--- config.mk ---
export PLATFORM = sky130hd
export DESIGN_NAME = acc16_datapath_flat
export DESIGN_NICKNAME = d
export VERILOG_FILES = /design/src/rtl/acc16_datapath_if.sv /design/src/rtl/acc16_datapath.sv /design/src/flat_wrapper.sv
export SDC_FILE = /design/constraint.sdc
export NUM_CORES = 1
export LEC_CHECK = 0
export CORE_AREA = 2 2 94 96
export CTS_BUF_LIST = sky130_fd_sc_hd__clkbuf_2 sky130_fd_sc_hd__clkbuf_4 sky130_fd_sc_hd__clkbuf_8
export CTS_CLUSTER_SIZE = 28
export DETAILED_ROUTE_END_ITERATION = 12
export DIE_AREA = 0 0 96 98
export PLACE_DENSITY = 0.82
export SLEW_MARGIN = 15
export SYNTH_ARGS = -nofsm -noshare
export SYNTH_HDL_FRONTEND = slang
export SYNTH_SLANG_ARGS = --single-unit
--- constraint.sdc ---
create_clock -name clk -period 11.9 [get_ports clk]
set_clock_uncertainty 0.15 [all_clocks]
set_input_delay 1.785 -clock clk [delete_from_list [all_inputs] [get_ports clk]]
set_output_delay 1.785 -clock clk [all_outputs]
set_load 0.01 [all_outputs]
--- src/rtl/acc16_datapath_if.sv ---
// rtl/acc16_datapath_if.sv - controller strobes, operands and committed result of the accumulator datapath
interface acc16_datapath_if #(
  parameter int DW    = 8,
  parameter int ACC_W = 16
);
  logic                    en;
  logic                    sel;
  logic                    flush;
  logic signed [DW-1:0]    x;
  logic signed [DW-1:0]    w;
  logic signed [ACC_W-1:0] y;
  logic                    y_valid;
  logic                    y_sat;
  logic                    cnt_err;
  logic                    busy;

  // controller / next-stage side
  modport master (
    output en, sel, flush, x, w,
    input  y, y_valid, y_sat, cnt_err, busy
  );

  // datapath side
  modport slave (
    input  en, sel, flush, x, w,
    output y, y_valid, y_sat, cnt_err, busy
  );
endinterface

--- src/rtl/acc16_datapath.sv ---
// rtl/acc16_datapath.sv - signed multiply-accumulate with saturation, term counting and optional ReLU commit
module acc16_datapath #(
  parameter int DW      = 8,
  parameter int ACC_W   = 16,
  parameter int N_TERMS = 16,
  parameter int RELU    = 1
) (
  input  logic             clk,
  input  logic             rst,
  acc16_datapath_if.slave  bus
);
  localparam int PW = 2 * DW;
  localparam int CW = $clog2(N_TERMS + 2);

  localparam logic [0:0] S_IDLE = 1'b0;
  localparam logic [0:0] S_ACC  = 1'b1;

  localparam logic [CW-1:0] CNT_ONE  = CW'(1);
  localparam logic [CW-1:0] CNT_FULL = CW'(N_TERMS);
  localparam logic [CW-1:0] CNT_MAX  = CW'(N_TERMS + 1);

  localparam logic signed [ACC_W-1:0] ACC_MAX = {1'b0, {(ACC_W-1){1'b1}}};
  localparam logic signed [ACC_W-1:0] ACC_MIN = {1'b1, {(ACC_W-1){1'b0}}};

  logic [0:0]              state;
  logic signed [ACC_W-1:0] acc;
  logic [CW-1:0]           cnt;
  logic                    sat_flag;

  logic signed [PW-1:0]    prod;
  logic signed [ACC_W-1:0] p_ext;
  logic signed [ACC_W:0]   sum_wide;
  logic signed [ACC_W-1:0] sum_clamped;
  logic                    ovf;
  logic [CW-1:0]           cnt_inc;
  logic                    do_commit;
  logic signed [ACC_W-1:0] commit_val;

  // product, one-bit-wider sum and clamp back into the accumulator range
  always_comb begin
    prod        = PW'(bus.x) * PW'(bus.w);
    p_ext       = ACC_W'(prod);
    sum_wide    = (ACC_W+1)'(acc) + (ACC_W+1)'(p_ext);
    ovf         = sum_wide[ACC_W] != sum_wide[ACC_W-1];
    sum_clamped = sum_wide[ACC_W-1:0];
    if (ovf) begin
      sum_clamped = sum_wide[ACC_W] ? ACC_MIN : ACC_MAX;
    end
    cnt_inc    = (cnt == CNT_MAX) ? cnt : cnt + CNT_ONE;
    do_commit  = (state == S_ACC) && (bus.flush || (bus.en && bus.sel));
    commit_val = ((RELU != 0) && acc[ACC_W-1]) ? '0 : acc;
  end

  // group state: flush closes, sel opens/restarts, plain en accumulates
  always_ff @(posedge clk) begin
    if (!rst) begin
      state    <= S_IDLE;
      acc      <= '0;
      cnt      <= '0;
      sat_flag <= 1'b0;
    end else if (bus.flush) begin
      state <= S_IDLE;
    end else if (bus.en && bus.sel) begin
      state    <= S_ACC;
      acc      <= p_ext;
      cnt      <= CNT_ONE;
      sat_flag <= 1'b0;
    end else if (bus.en && (state == S_ACC)) begin
      acc      <= sum_clamped;
      cnt      <= cnt_inc;
      sat_flag <= sat_flag | ovf;
    end
  end

  // commit register: result and status of the group that just closed
  always_ff @(posedge clk) begin
    if (!rst) begin
      bus.y       <= '0;
      bus.y_valid <= 1'b0;
      bus.y_sat   <= 1'b0;
      bus.cnt_err <= 1'b0;
    end else begin
      bus.y_valid <= do_commit;
      if (do_commit) begin
        bus.y       <= commit_val;
        bus.y_sat   <= sat_flag;
        bus.cnt_err <= (cnt != CNT_FULL);
      end
    end
  end

  assign bus.busy = (state == S_ACC);
endmodule

--- src/flat_wrapper.sv ---
// flat-port wrapper written by rule: the top's interface ports become plain ports
module acc16_datapath_flat 
#(
  parameter int DW      = 8,
  parameter int ACC_W   = 16,
  parameter int N_TERMS = 16,
  parameter int RELU    = 1
)
  (clk, rst, bus_en, bus_sel, bus_flush, bus_x, bus_w, bus_y, bus_y_valid, bus_y_sat, bus_cnt_err, bus_busy);
  acc16_datapath_if #(.DW(DW), .ACC_W(ACC_W)) bus_i ();
  input  logic clk;
  input  logic rst;
  input wire logic [$bits(bus_i.en)-1:0] bus_en;
  input wire logic [$bits(bus_i.sel)-1:0] bus_sel;
  input wire logic [$bits(bus_i.flush)-1:0] bus_flush;
  input wire logic [$bits(bus_i.x)-1:0] bus_x;
  input wire logic [$bits(bus_i.w)-1:0] bus_w;
  output wire logic [$bits(bus_i.y)-1:0] bus_y;
  output wire logic [$bits(bus_i.y_valid)-1:0] bus_y_valid;
  output wire logic [$bits(bus_i.y_sat)-1:0] bus_y_sat;
  output wire logic [$bits(bus_i.cnt_err)-1:0] bus_cnt_err;
  output wire logic [$bits(bus_i.busy)-1:0] bus_busy;
  assign bus_i.en = bus_en;
  assign bus_i.sel = bus_sel;
  assign bus_i.flush = bus_flush;
  assign bus_i.x = bus_x;
  assign bus_i.w = bus_w;
  assign bus_y = bus_i.y;
  assign bus_y_valid = bus_i.y_valid;
  assign bus_y_sat = bus_i.y_sat;
  assign bus_cnt_err = bus_i.cnt_err;
  assign bus_busy = bus_i.busy;
  acc16_datapath #(.DW(DW), .ACC_W(ACC_W), .N_TERMS(N_TERMS), .RELU(RELU)) u_core (.clk(clk), .rst(rst), .bus(bus_i));
endmodule
======== Yosys cells after proc, flatten, opt, wreduce, memory -nomap -nowiden ========
Index checks and enable logic that the tools add are counted.
word-level totals
  memories kept ........................... 0
  output and inout port bits .............. 20
  latch bits .............................. 0
  ROM bits ................................ 0
  input bits .............................. 21
  bits in registers ....................... 42
  word-level logic and storage cells ...... 36
  RAM bits ................................ 0
operators by class
  bitwise operators ....................... 3
  muxes and demuxes ....................... 10
  eq/ne operators ......................... 4
  $add $sub $neg .......................... 2
  reduce and logical (&&, ||, !) cells .... 8
  $mul .................................... 1
  $lt $le $gt $ge ......................... 0
  shifts and indexed selects .............. 0
  div/mod/pow operators ................... 0
operators with widths
  cell                                          number
  2-to-1 mux 16 bit                             4
  adder 16 x 16 -> 17 bit                       1
  multiplier 8 x 8 -> 16 bit                    1
  2-to-1 mux 15 bit                             1
  2-to-1 mux 5 bit                              3
  adder 5 x 1 -> 5 bit (second input constant)  1
  equality test 5 bit (second input constant)   1
  != test 5 bit (second input constant)         1
  logical AND 1 bit                             3
  AND reduction 3 bit                           1
  2-to-1 mux 1 bit                              2
  != test 2 bit (second input constant)         1
  NOT 1 bit                                     2
  AND reduction 2 bit                           1
  nonzero test 2 bit                            1
  OR reduction 2 bit                            1
  logical OR 1 bit                              1
  != test 1 bit                                 1
  bitwise OR 1 bit                              1

======== Depth between registers and ports, before layout ========
Gate-level depths: netlist of the first run.
  word-level depth ........................ 6
  mapped depth ............................ 26
  depth with buffers taken out ............ 25

======== Least setup slack after synthesis of the first run ========
No wires, ideal clock.
  kind .................................... input port to flip-flop
  start point ............................. in bus_w[0]
  end point ............................... reg u_core.acc[9]
  arrival ................................. 7.308 ns
  setup time .............................. 0.071 ns
  required time ........................... 11.679 ns
  setup slack ............................. 4.372 ns
  cell stages on the path ................. 23
  buffers on the path ..................... 0
  cells stage by stage .................... and2_1 -> ha_1 -> inv_1 -> fa_1 -> inv_1 -> fa_1 -> inv_1 -> fa_1 -> inv_1 -> ha_1 -> and3_1 -> a221o_1 -> o41ai_1 -> o21ai_0 -> xor2_1 -> ha_1 -> nand4_1 -> or2_2 -> o21bai_2 -> nand3_1 -> maj3_1 -> nand2b_1 -> a21oi_1
on the way
  cells in the longest elaborated chain, start to end .. 6
  elaborated cells between the ends (all ways) .. 7
  classes of those cells .................. add/sub (1); mul (1); eq/ne (1); mux (4)
ends and longest elaborated chain
  what                                                line                                        RTL
  start, declared                                     flat_wrapper.sv:17                          input wire logic [$bits(bus_i.w)-1:0] bus_w;
  multiplier 8 x 8 -> 16 bit *                        acc16_datapath.sv:41                        prod = PW'(bus.x) * PW'(bus.w);
  adder 16 x 16 -> 17 bit                             acc16_datapath.sv:43                        sum_wide = (ACC_W+1)'(acc) + (ACC_W+1)'(p_ext);
  2-to-1 mux 16 bit or != test 1 bit (tied branches)  acc16_datapath.sv:47, acc16_datapath.sv:44
  2-to-1 mux 16 bit                                   acc16_datapath.sv:46                        if (ovf) begin
  2-to-1 mux 16 bit                                   acc16_datapath.sv:68                        end else if (bus.en && (state == S_ACC)) begin
  2-to-1 mux 16 bit *                                 acc16_datapath.sv:63                        end else if (bus.en && bus.sel) begin
  end signal, assigned                                acc16_datapath.sv:65                        acc <= p_ext;
  end signal, assigned                                acc16_datapath.sv:69                        acc <= sum_clamped;
  end, declared                                       acc16_datapath.sv:26                        logic signed [ACC_W-1:0] acc;
Mark *: on every way between the ends. The rest lies on a longest branch, timed or not. The select of a mux whose other input is x is not followed.
A chain may end at the register's enable or synchronous reset.

======== Final worst setup path of the first run ========
  start point ............................. in bus_w[7]
  end point ............................... reg u_core.sat_flag
on the way
  cells in the longest elaborated chain, start to end .. 6
ends and longest elaborated chain
  what                        line                  RTL
  multiplier 8 x 8 -> 16 bit  acc16_datapath.sv:41
  adder 16 x 16 -> 17 bit     acc16_datapath.sv:43
  != test 1 bit               acc16_datapath.sv:44  ovf = sum_wide[ACC_W] != sum_wide[ACC_W-1];
  bitwise OR 1 bit            acc16_datapath.sv:71  sat_flag <= sat_flag | ovf;
  2-to-1 mux 1 bit            acc16_datapath.sv:68
  2-to-1 mux 1 bit            acc16_datapath.sv:63
  end signal, assigned        acc16_datapath.sv:71
  end, declared               acc16_datapath.sv:28  logic sat_flag;
Every way passes these cells. The select of a mux whose other input is x is not followed.

==> impl_results.md, run 1 <==
- Die area: 9408 um2
- Endpoints failing setup: 0
- Clock sink count: 41
- Sequential-to-total area share from yosys stat: 16.21%
- RSZ-0062 raised after global routing: no
- CTS tree: yes
- Pin count of the biggest net entering global routing: 19
- Clock latency at the later pin of the worst-skew pair: 0.31 ns
- Antenna viol nets, final: 0
- Share of layout cells above drive strength 1: 4.419%
- Antenna diodes: 0
- CTS Hold Buffers Added: 0
- Min Tclk post-route: 8.786 ns
- R2r setup slk: 8.71 ns
- Fill cell count: 671
- Post-synth EDFFs: 0
- Area Overhead vs Synth: 11.52%
- CP required: 11.95 ns
- Final hold slack: 0.3342 ns
- I/O Buffers: 39
- Hold Path Class: reg2reg
- Post-cts resize count: 0
- Crit Reg-Reg Endpoint: u_core.sat_flag
- Placer Congestion: 0.9867
- I/O pin cnt: 41
- First-pass GRT wire length: 19360 um
- Startpoint types: primary input
- Max clock buf depth: 2
- Antenna violations before repair: 0
- CTS buffer count: 5
- Post-Synth XOR/XNOR Area: 5.017%
- Worst-Margin Slew: 0.9077 ns
- Top FF cell, synth: dfxtp_1
- Crit Path Class: in2reg
- WHS Path Cells: 1
- Number of synthesized register bits: 41
- Synthesized area: 5062 um2
- Largest family of logic cells by synthesized area: adder cells
- Synth unique cells: 62
- Outcome: finished clean
- Critical R2R Launch: u_core.acc[0]
- Placement Cell Area: 5533 um2
- Synth Net Count: 703
- Die H: 98 um
- Syn Area/Cell: 8.789 um2
- Synth Area in Compound Gates: 18.88%
- Crit path DAT: 8.84 ns
- Max Slew Vio Count: 0
- Vias in the first global route: 4098
- Clock-pin slew on the worst setup and hold paths: 0.09 ns
- Gate Count Post-Synth: 576
- Die width: 96 um
- H-tree depth: 2
- Vias/cell: 5.821
- Final instance area: 5645 um2
- Row count: 34
- Grt total ovfl: 0
- Core Area: 8466 um2
- # DRC: 0
- Post-DP HPWL: 9403 um
- Adder-Cell Fraction of Synth Area: 34.70%
- Reg2reg path depth: 10
- Setup TNS: 0 ns
- Final Instance Count excl. Fillers: 719
- Vias post-DR: 4185
- Crit-path max FO: 11
- Synth warn: 0
- Post-synthesis mux area share: 0.4202%
- Overall Global Routing Usage: 25.33%
- Initial Util: 59.80%
- Max Cap Violations: 0
- Post-CTS Setup Bufs: 0
- Post-synthesis simple-gate area fraction: 16.11%
- Hold Fails Final Rpt: 0
- Nets: 737
- Iter 0 DRT Violations: 273
- Router iterations before antenna repair: 5
- Post-Route WL: 11350 um
- Placed instance count: 711
- Hold Startpoint: u_core.bus.y[5]
- Slew HR: 39.02%
- Endpoint type of the worst setup path: flip-flop
- Drt wl/cell: 15.78 um
- Worst hold path endpoint: u_core.bus.y[5]
- Post-synth ARST share: 0%
- Highest Clock Rate: 113.8 MHz
- Root Buffer: clkbuf_8
- Period Utilization, post-route: 73.83%
==> worst max-delay path, cell delays in order <==
cell             delay, ns
clkdlybuf4s50_1       0.67
nor2b_1               0.24
fa_1                  0.45
fa_1                  0.53
fa_1                  0.55
inv_1                 0.06
fa_1                  0.52
inv_1                 0.04
ha_1                  0.34
and3_1                0.21
a221o_1               0.36
o41ai_1               0.52
o21ai_0               0.23
xor2_1                0.21
ha_1                  0.44
nand4_1               0.19
or2_2                 0.34
o21bai_2              0.20
nand3_1               0.16
nand2_1               0.35
a21oi_1               0.17
o21ba_2               0.25
==> area by class of cell <==
class	count	area, um2	area share (%)
flip-flops and latches	41	820.8	14.54
clock buffers	5	68.82	1.219
well taps	108	135.1	2.394
inverters	99	371.6	6.582
repair buffers	40	397.9	7.048
multi-input cells	423	3807	67.44
clock inverters	3	43.79	0.7757
==> sequential cells by signal, indices dropped and copies added (netlist names) <==
signal and flops:
u_core.bus.cnt_err 1, u_core.acc 16, u_core.sat_flag 1, u_core.bus.busy 1
u_core.bus.y_valid 1, u_core.bus.y 15, u_core.cnt 5, u_core.bus.y_sat 1
==> Yosys cell counts, drive strengths merged, types with 8 or more instances <==
cell    instances  area [um2]
inv            99       371.6
xnor2          16       140.1
o211ai          8       65.06
and2           48       300.3
nor2           27       108.9
nand3          11       55.05
nand2          34       135.1
a22o           15       131.4
ha             50       625.6
a211oi          9       82.58
a21o            8       60.06
a21oi          28       140.1
fa             56        1121
clkbuf          9       33.78
xor2           13       113.9
dfxtp          41       820.8
o21ai          23       118.9
a31oi           8       50.05
==> kinds of logic (layout without fill, tap and decap cells) <==
group	after synthesis	count (layout)
fa+ha+maj	107	107
xor+xnor	29	29
mux	2	2
flops	41	41
buf+inv	112	147
other cells	1	1
simple gates	154	154
compound gates	130	130
==> per-layer routing <==
| layer | global-route usage (%) | vias up | routed length (um) |
|---|---|---|---|
| li1 | - | 1991 | - |
| met1 | 36.97 | 2021 | 5014 |
| met2 | 40.92 | 155 | 5593 |
| met3 | 2.623 | 18 | 597 |
| met4 | 4.835 | 0 | 142 |
| met5 | 0 | - | 0 |
==> how the worst max path moves through the flow <==
stage                     startpoint         endpoint
after CTS                   bus_w[0]  u_core.sat_flag
after detailed placement    bus_w[0]  u_core.sat_flag
after floorplan             bus_w[0]    u_core.acc[9]
after global routing        bus_w[0]   u_core.acc[14]
final                       bus_w[7]  u_core.sat_flag
after global placement      bus_w[7]  u_core.sat_flag
==> cells in the final DEF (no fill, tap or decap), types with 5 or more instances in the layout <==
cell             Yosys  layout
nor2b_1              6       6
dfxtp_1             41      41
o21ai_0             20      20
nand2_1             33      33
nand2b_1             7       7
and2_1              48      48
o211ai_1             7       7
inv_1               99      99
xnor2_1             16      16
a22o_1              15      15
a211oi_1             6       6
a21o_1               8       8
ha_1                50      50
nand3_1             11      11
xor2_1              13      13
clkbuf_8             0       5
fa_1                56      56
a31oi_1              8       8
clkdlybuf4s50_1      0      39
nor3_1               6       6
a21oi_1             28      28
nor2_1              26      26
==> metrics by stage <==
stage | setup slack, ns | utilization (%)
floorplan | 4.372 | -
global placement | 3.110 | 65.36
detailed placement | 2.950 | 65.36
CTS | 3.268 | 66.69
global route | 2.712 | 66.69
finish | 3.114 | 66.69
Power of run 1 is not shown: default switching activity piles up to over one toggle a cycle in this logic, so the estimate is an artifact.
==> run 2: changes to the inputs <==
- CORE_AREA: 2 2 94 96 -> 2 2 95 97
- DIE_AREA: 0 0 96 98 -> 0 0 97 99
- PLACE_DENSITY: 0.82 -> 0.81
- clock period: 11.9 -> 9.1 ns (I/O delays scaled with it)
==> impl_results.md, run 2 (same netlist as run 1, synthesis figures left out) <==
- Fill cell count: 711 (+6.0%)
- Placer Congestion: 0.8854 (-10%)
- Die area: 9603 um2 (+2.1%)
- Largest registers: u_core.acc (16), u_core.bus.y (15), u_core.cnt (5)
- Outcome: finished clean
- Final WS setup: 0.9714 ns (-2.142 ns)
- Hold Fails Final Rpt: 0 (unchanged)
- Antenna violations before repair: 0 (unchanged)
- Slew HR: 39.62% (+0.60 points)
- Vias/cell: 5.794 (-0.45%)
- R2r setup slk: 5.94 ns (-2.77 ns)
- I/O Buffers: 39 (unchanged)
- Core Area: 8551 um2 (+1.0%)
- WL met1: 5043 um (+0.58%)
- Max FFs per register: 16 (unchanged)
- Min Tclk post-route: 8.129 ns
- Period Utilization, post-route: 89.32%
- Startpoint types: primary input
- Post-DP HPWL: 9318 um (-0.91%)
- Commonest non-fill, non-tap cells in the layout: 99 x inv_1, 56 x fa_1, 50 x ha_1
- Antenna viol nets, final: 0 (unchanged)
- Final Instance Count excl. Fillers: 719 (unchanged)
- Antenna diodes: 0 (unchanged)
- Max stage delay on crit path: 0.56 ns (-0.11 ns)
- CTS Hold Buffers Added: 0 (unchanged)
- Endpoints failing setup: 0 (unchanged)
- Reg2reg path depth: 10 (unchanged)
- Die H: 99 um (+1.0%)
- Crit-path max FO: 11 (unchanged)
- Highest Clock Rate: 123.0 MHz
- Die width: 97 um (+1.0%)
- Metal2 WL: 5561 um (-0.57%)
- Final hold slack: 0.3357 ns (+0.001512 ns)
- Worst-Margin Slew: 0.9031 ns (-0.004659 ns)
- Crit Reg-Reg Endpoint: u_core.acc[14]
- # DRC: 0 (unchanged)
- Endpoint type of the worst setup path: flip-flop
- Placed instance count: 711 (unchanged)
- Row count: 34 (unchanged)
- Grt total ovfl: 0 (unchanged)
- Initial Util: 59.20% (-0.60 points)
- Drt wl/cell: 15.71 um (-0.44%)
- Pre-CTS setup slack: 0.7222 ns (-2.228 ns)
- Vias in the first global route: 4232 (+3.3%)
- Met3 wire length: 591 um (-1.0%)
- Router iterations before antenna repair: 5 (unchanged)
- Max Slew Vio Count: 0 (unchanged)
- Vias post-DR: 4166 (-0.45%)
- Worst hold path endpoint: u_core.bus.y[10]
- CTS buffer count: 5 (unchanged)
- WHS Path Cells: 1 (unchanged)
- Register area: 820.8 um2 (unchanged)
- Post-Route WL: 11300 um (-0.44%)
- RSZ-0062 raised after global routing: no
- Clock latency at the later pin of the worst-skew pair: 0.30 ns (about the same)
- I/O pin cnt: 41 (unchanged)
- Crit Path Class: in2reg
- Clock-pin slew on the worst setup and hold paths: 0.08 ns (about the same)
- First-pass GRT wire length: 19550 um (+1.0%)
- Hold Startpoint: u_core.bus.y[10]
- Max layer used: met4
- Max clock buf depth: 2 (unchanged)
- CP required: 9.12 ns (-2.83 ns)
- Clock sink count: 41 (unchanged)
- Setup TNS: 0 ns (unchanged)
- Critical R2R Launch: u_core.acc[0]
- Critical Path Source: bus_w[0]
- Crit path DAT: 8.15 ns (-0.69 ns)
- Footprint of the multi-input gates: 3807 um2 (unchanged)
- Biggest register: u_core.acc
- Max Cap Violations: 0 (unchanged)
- Hold Path Class: reg2reg
- Iter 0 DRT Violations: 292 (+7.0%)
- Share of layout cells above drive strength 1: 4.419% (unchanged)
- CTS tree: yes
- Root Buffer: clkbuf_8
- Most common cell after layout, fill and taps aside: inv_1
- H-tree depth: 2 (unchanged)
- Post-CTS Setup Bufs: 0 (unchanged)
- Post-cts resize count: 0 (unchanged)
- Nets: 737 (unchanged)
- Pin count of the biggest net entering global routing: 19 (unchanged)
- CP max-delay cell: clkdlybuf4s50_1
- Area Overhead vs Synth: 11.20%
- Overall Global Routing Usage: 24.41% (-0.92 points)
run 2: critical path: cells and delay by family:
kind | cells | cell delay, ns
buf+inv | 5 | 0.76
xor+xnor | 1 | 0.35
compound gates | 10 | 2.00
simple gates | 4 | 0.98
fa+ha+maj | 6 | 2.69
run 2: routing by layer:
metal  up-vias  global-route usage (%)
li1       1993                       -
met1      2037                   33.00
met2       124                   42.90
met3        12                   2.766
met4         0                   4.659
met5         -                       0
run 2: final cells by class:
cell class | instances | share of cell area, %
inverter | 99 | 6.601
sequential | 41 | 14.58
timing repair buffer | 40 | 7.068
clock inverter | 2 | 0.2445
multi-input combinational | 423 | 67.64
tap | 108 | 2.401
clock buffer | 6 | 1.467
run 2: how the worst max path moves through the flow:
stage | to | slack, ns | cells after the start
after floorplan | u_core.acc[9] | 1.99 | 23
after global placement | u_core.acc[14] | 0.78 | 25
after detailed placement | u_core.acc[14] | 0.72 | 25
after CTS | u_core.acc[14] | 1.04 | 25
after global routing | u_core.acc[14] | 0.61 | 22
final | u_core.acc[14] | 0.97 | 26
run 2: through the flow:
| step | util (%) | area, um2 |
|---|---|---|
| 6_report | 65.83 | 5629 |
| 3_5_place_dp | 64.71 | 5533 |
| 4_1_cts | 65.83 | 5629 |
| 5_1_grt | 65.83 | 5629 |
| 3_3_place_gp | 64.71 | 5533 |
| 2_1_floorplan | - | 5062 |
Power of run 2 is left out for the same reason.
==> run 3: changes to the inputs <==
- CORE_AREA: 2 2 95 97 -> 2 2 94 96
- DIE_AREA: 0 0 97 99 -> 0 0 96 98
- DONT_BUFFER_PORTS: not set -> 1
- PLACE_DENSITY: 0.81 -> 0.76
- clock period: 9.1 -> 10.1 ns (I/O delays scaled with it)
==> impl_results.md, run 3 (same netlist as run 1, synthesis figures left out) <==
- Vias in the first global route: 4000 (-5.5%)
- Share of layout cells above drive strength 1: 4.553% (+0.13 points)
- Vias post-DR: 3899 (-6.4%)
- Placer Congestion: 0.9855 (+11%)
- Max Slew Vio Count: 0 (unchanged)
- Pin count of the biggest net entering global routing: 19 (unchanged)
- WHS Path Cells: 2 (+1)
- Hold Fails Final Rpt: 0 (unchanged)
- H-tree depth: 2 (unchanged)
- Area Overhead vs Synth: 3.361%
- Crit Path Class: in2reg
- Reg2reg path depth: 10 (unchanged)
- Post-cts resize count: 0 (unchanged)
- Met2 GRT Util: 42.63% (-0.27 points)
- Crit-path max FO: 11 (unchanged)
- Outcome: finished clean
- Endpoint type of the worst setup path: flip-flop
- Max FFs per register: 16 (unchanged)
- Die area: 9408 um2 (-2.0%)
- Setup TNS: 0 ns (unchanged)
- Die width: 96 um (-1.0%)
- Grt total ovfl: 0 (unchanged)
- Hold Path Class: reg2reg
- Die H: 98 um (-1.0%)
- Largest registers: u_core.acc (16), u_core.bus.y (15), u_core.cnt (5)
- Final WS setup: 2.458 ns (+1.487 ns)
- Router iterations before antenna repair: 6 (+1)
- Top cell family by delay on the critical path: adder cells
- CP max-delay cell: fa_1
- Antenna viol nets, final: 0 (unchanged)
- Worst-Margin Slew: 0.8870 ns (-0.01607 ns)
- Clock-pin slew on the worst setup and hold paths: 0.08 ns (about the same)
- CTS buffer count: 5 (unchanged)
- Most common cell after layout, fill and taps aside: inv_1
- Period Utilization, post-route: 75.66%
- Max Cap Violations: 0 (unchanged)
- Worst path depth: 25 (-3.8%)
- First-pass GRT wire length: 18280 um (-6.5%)
- # DRC: 0 (unchanged)
- Gr busiest metal: met2
- Crit path DAT: 7.65 ns (-0.50 ns)
- Startpoint types: primary input
- Commonest non-fill, non-tap cells in the layout: 99 x inv_1, 56 x fa_1, 50 x ha_1
- Antenna violations before repair: 0 (unchanged)
- CP required: 10.11 ns (+0.99 ns)
- Post-CTS Setup Bufs: 0 (unchanged)
- Max clock buf depth: 2 (unchanged)
- Overall Global Routing Usage: 24.05% (-0.36 points)
- CTS Hold Buffers Added: 0 (unchanged)
- I/O pin cnt: 41 (unchanged)
- CTS tree: yes
- Initial Util: 59.80% (+0.60 points)
- Min Tclk post-route: 7.642 ns
- CP Buf/Inv Count: 4 (-1)
- Clock latency at the later pin of the worst-skew pair: 0.29 ns (about the same)
- Highest Clock Rate: 130.9 MHz
- Post-DP HPWL: 9223 um (-1.0%)
- Post-Route WL: 10770 um (-4.7%)
- Nets: 698 (-5.3%)
- Drt wl/cell: 15.85 um (+0.91%)
- Row count: 34 (unchanged)
- Vias/cell: 5.742 (-0.90%)
- GRT met1 Usage: 30.74% (-2.3 points)
- Iter 0 DRT Violations: 141 (-52%)
- Antenna diodes: 0 (unchanged)
- Slew HR: 40.69% (+1.1 points)
- Clock sink count: 41 (unchanged)
- Core Util, Final: 61.81% (-4.0 points)
- I/O Buffers: 0 (-100%)
- Pre-CTS setup slack: 2.170 ns (+1.448 ns)
- Met3 usage: 2.083% (-0.68 points)
- Root Buffer: clkbuf_8
- RSZ-0062 raised after global routing: no
- Core Area: 8466 um2 (-1.0%)
- Max stage delay on crit path: 0.53 ns (-0.03 ns)
- Biggest register: u_core.acc
- Endpoints failing setup: 0 (unchanged)
==> run 3: changes by cell type in the layout (fill, tap and decap cells not counted) <==
cell	change
clkbuf_4	+1
clkdlybuf4s50_1	-39
clkinv_2	-1
clkinv_4	-1
==> run 3: cell type report <==
| class | count | area (um2) |
|---|---|---|
| Inverter | 99 | 371.6 |
| Clock buffer | 7 | 90.09 |
| Fill cell | 732 | 3233 |
| Tap cell | 108 | 135.1 |
| Sequential cell | 41 | 820.8 |
| Multi-Input combinational cell | 423 | 3807 |
| Timing Repair Buffer | 1 | 7.507 |
==> run 3: worst paths after layout <==
check        slack (ns)      startpoint        endpoint
min reg2reg        0.34  u_core.acc[11]  u_core.acc[11]
min                0.34  u_core.acc[11]  u_core.acc[11]
max                2.46        bus_x[3]  u_core.acc[14]
max reg2reg        6.96   u_core.acc[0]  u_core.acc[14]
==> run 3: routing by layer <==
metal	wire [um]	up-vias
met3	421	17
li1	-	1919
met5	0	-
met2	5497	103
met1	4630	1860
met4	216	0
==> run 3: through the flow <==
stage | instances | cell area, um2 | hold WS [ns]
floorplan | 576 | 5062 | 0.2989
global placement | 672 | 5142 | 0.3215
detailed placement | 672 | 5142 | 0.3296
CTS | 679 | 5233 | 0.3404
global route | 679 | 5233 | 0.3549
finish | 679 | 5233 | 0.3413
==> run 3: worst min-delay path, stage by stage, from the launching register on <==
cell	delay, ns
dfxtp_1	0.33
nand2_1	0.06
a21oi_1	0.05
Power of run 3 is left out for the same reason.
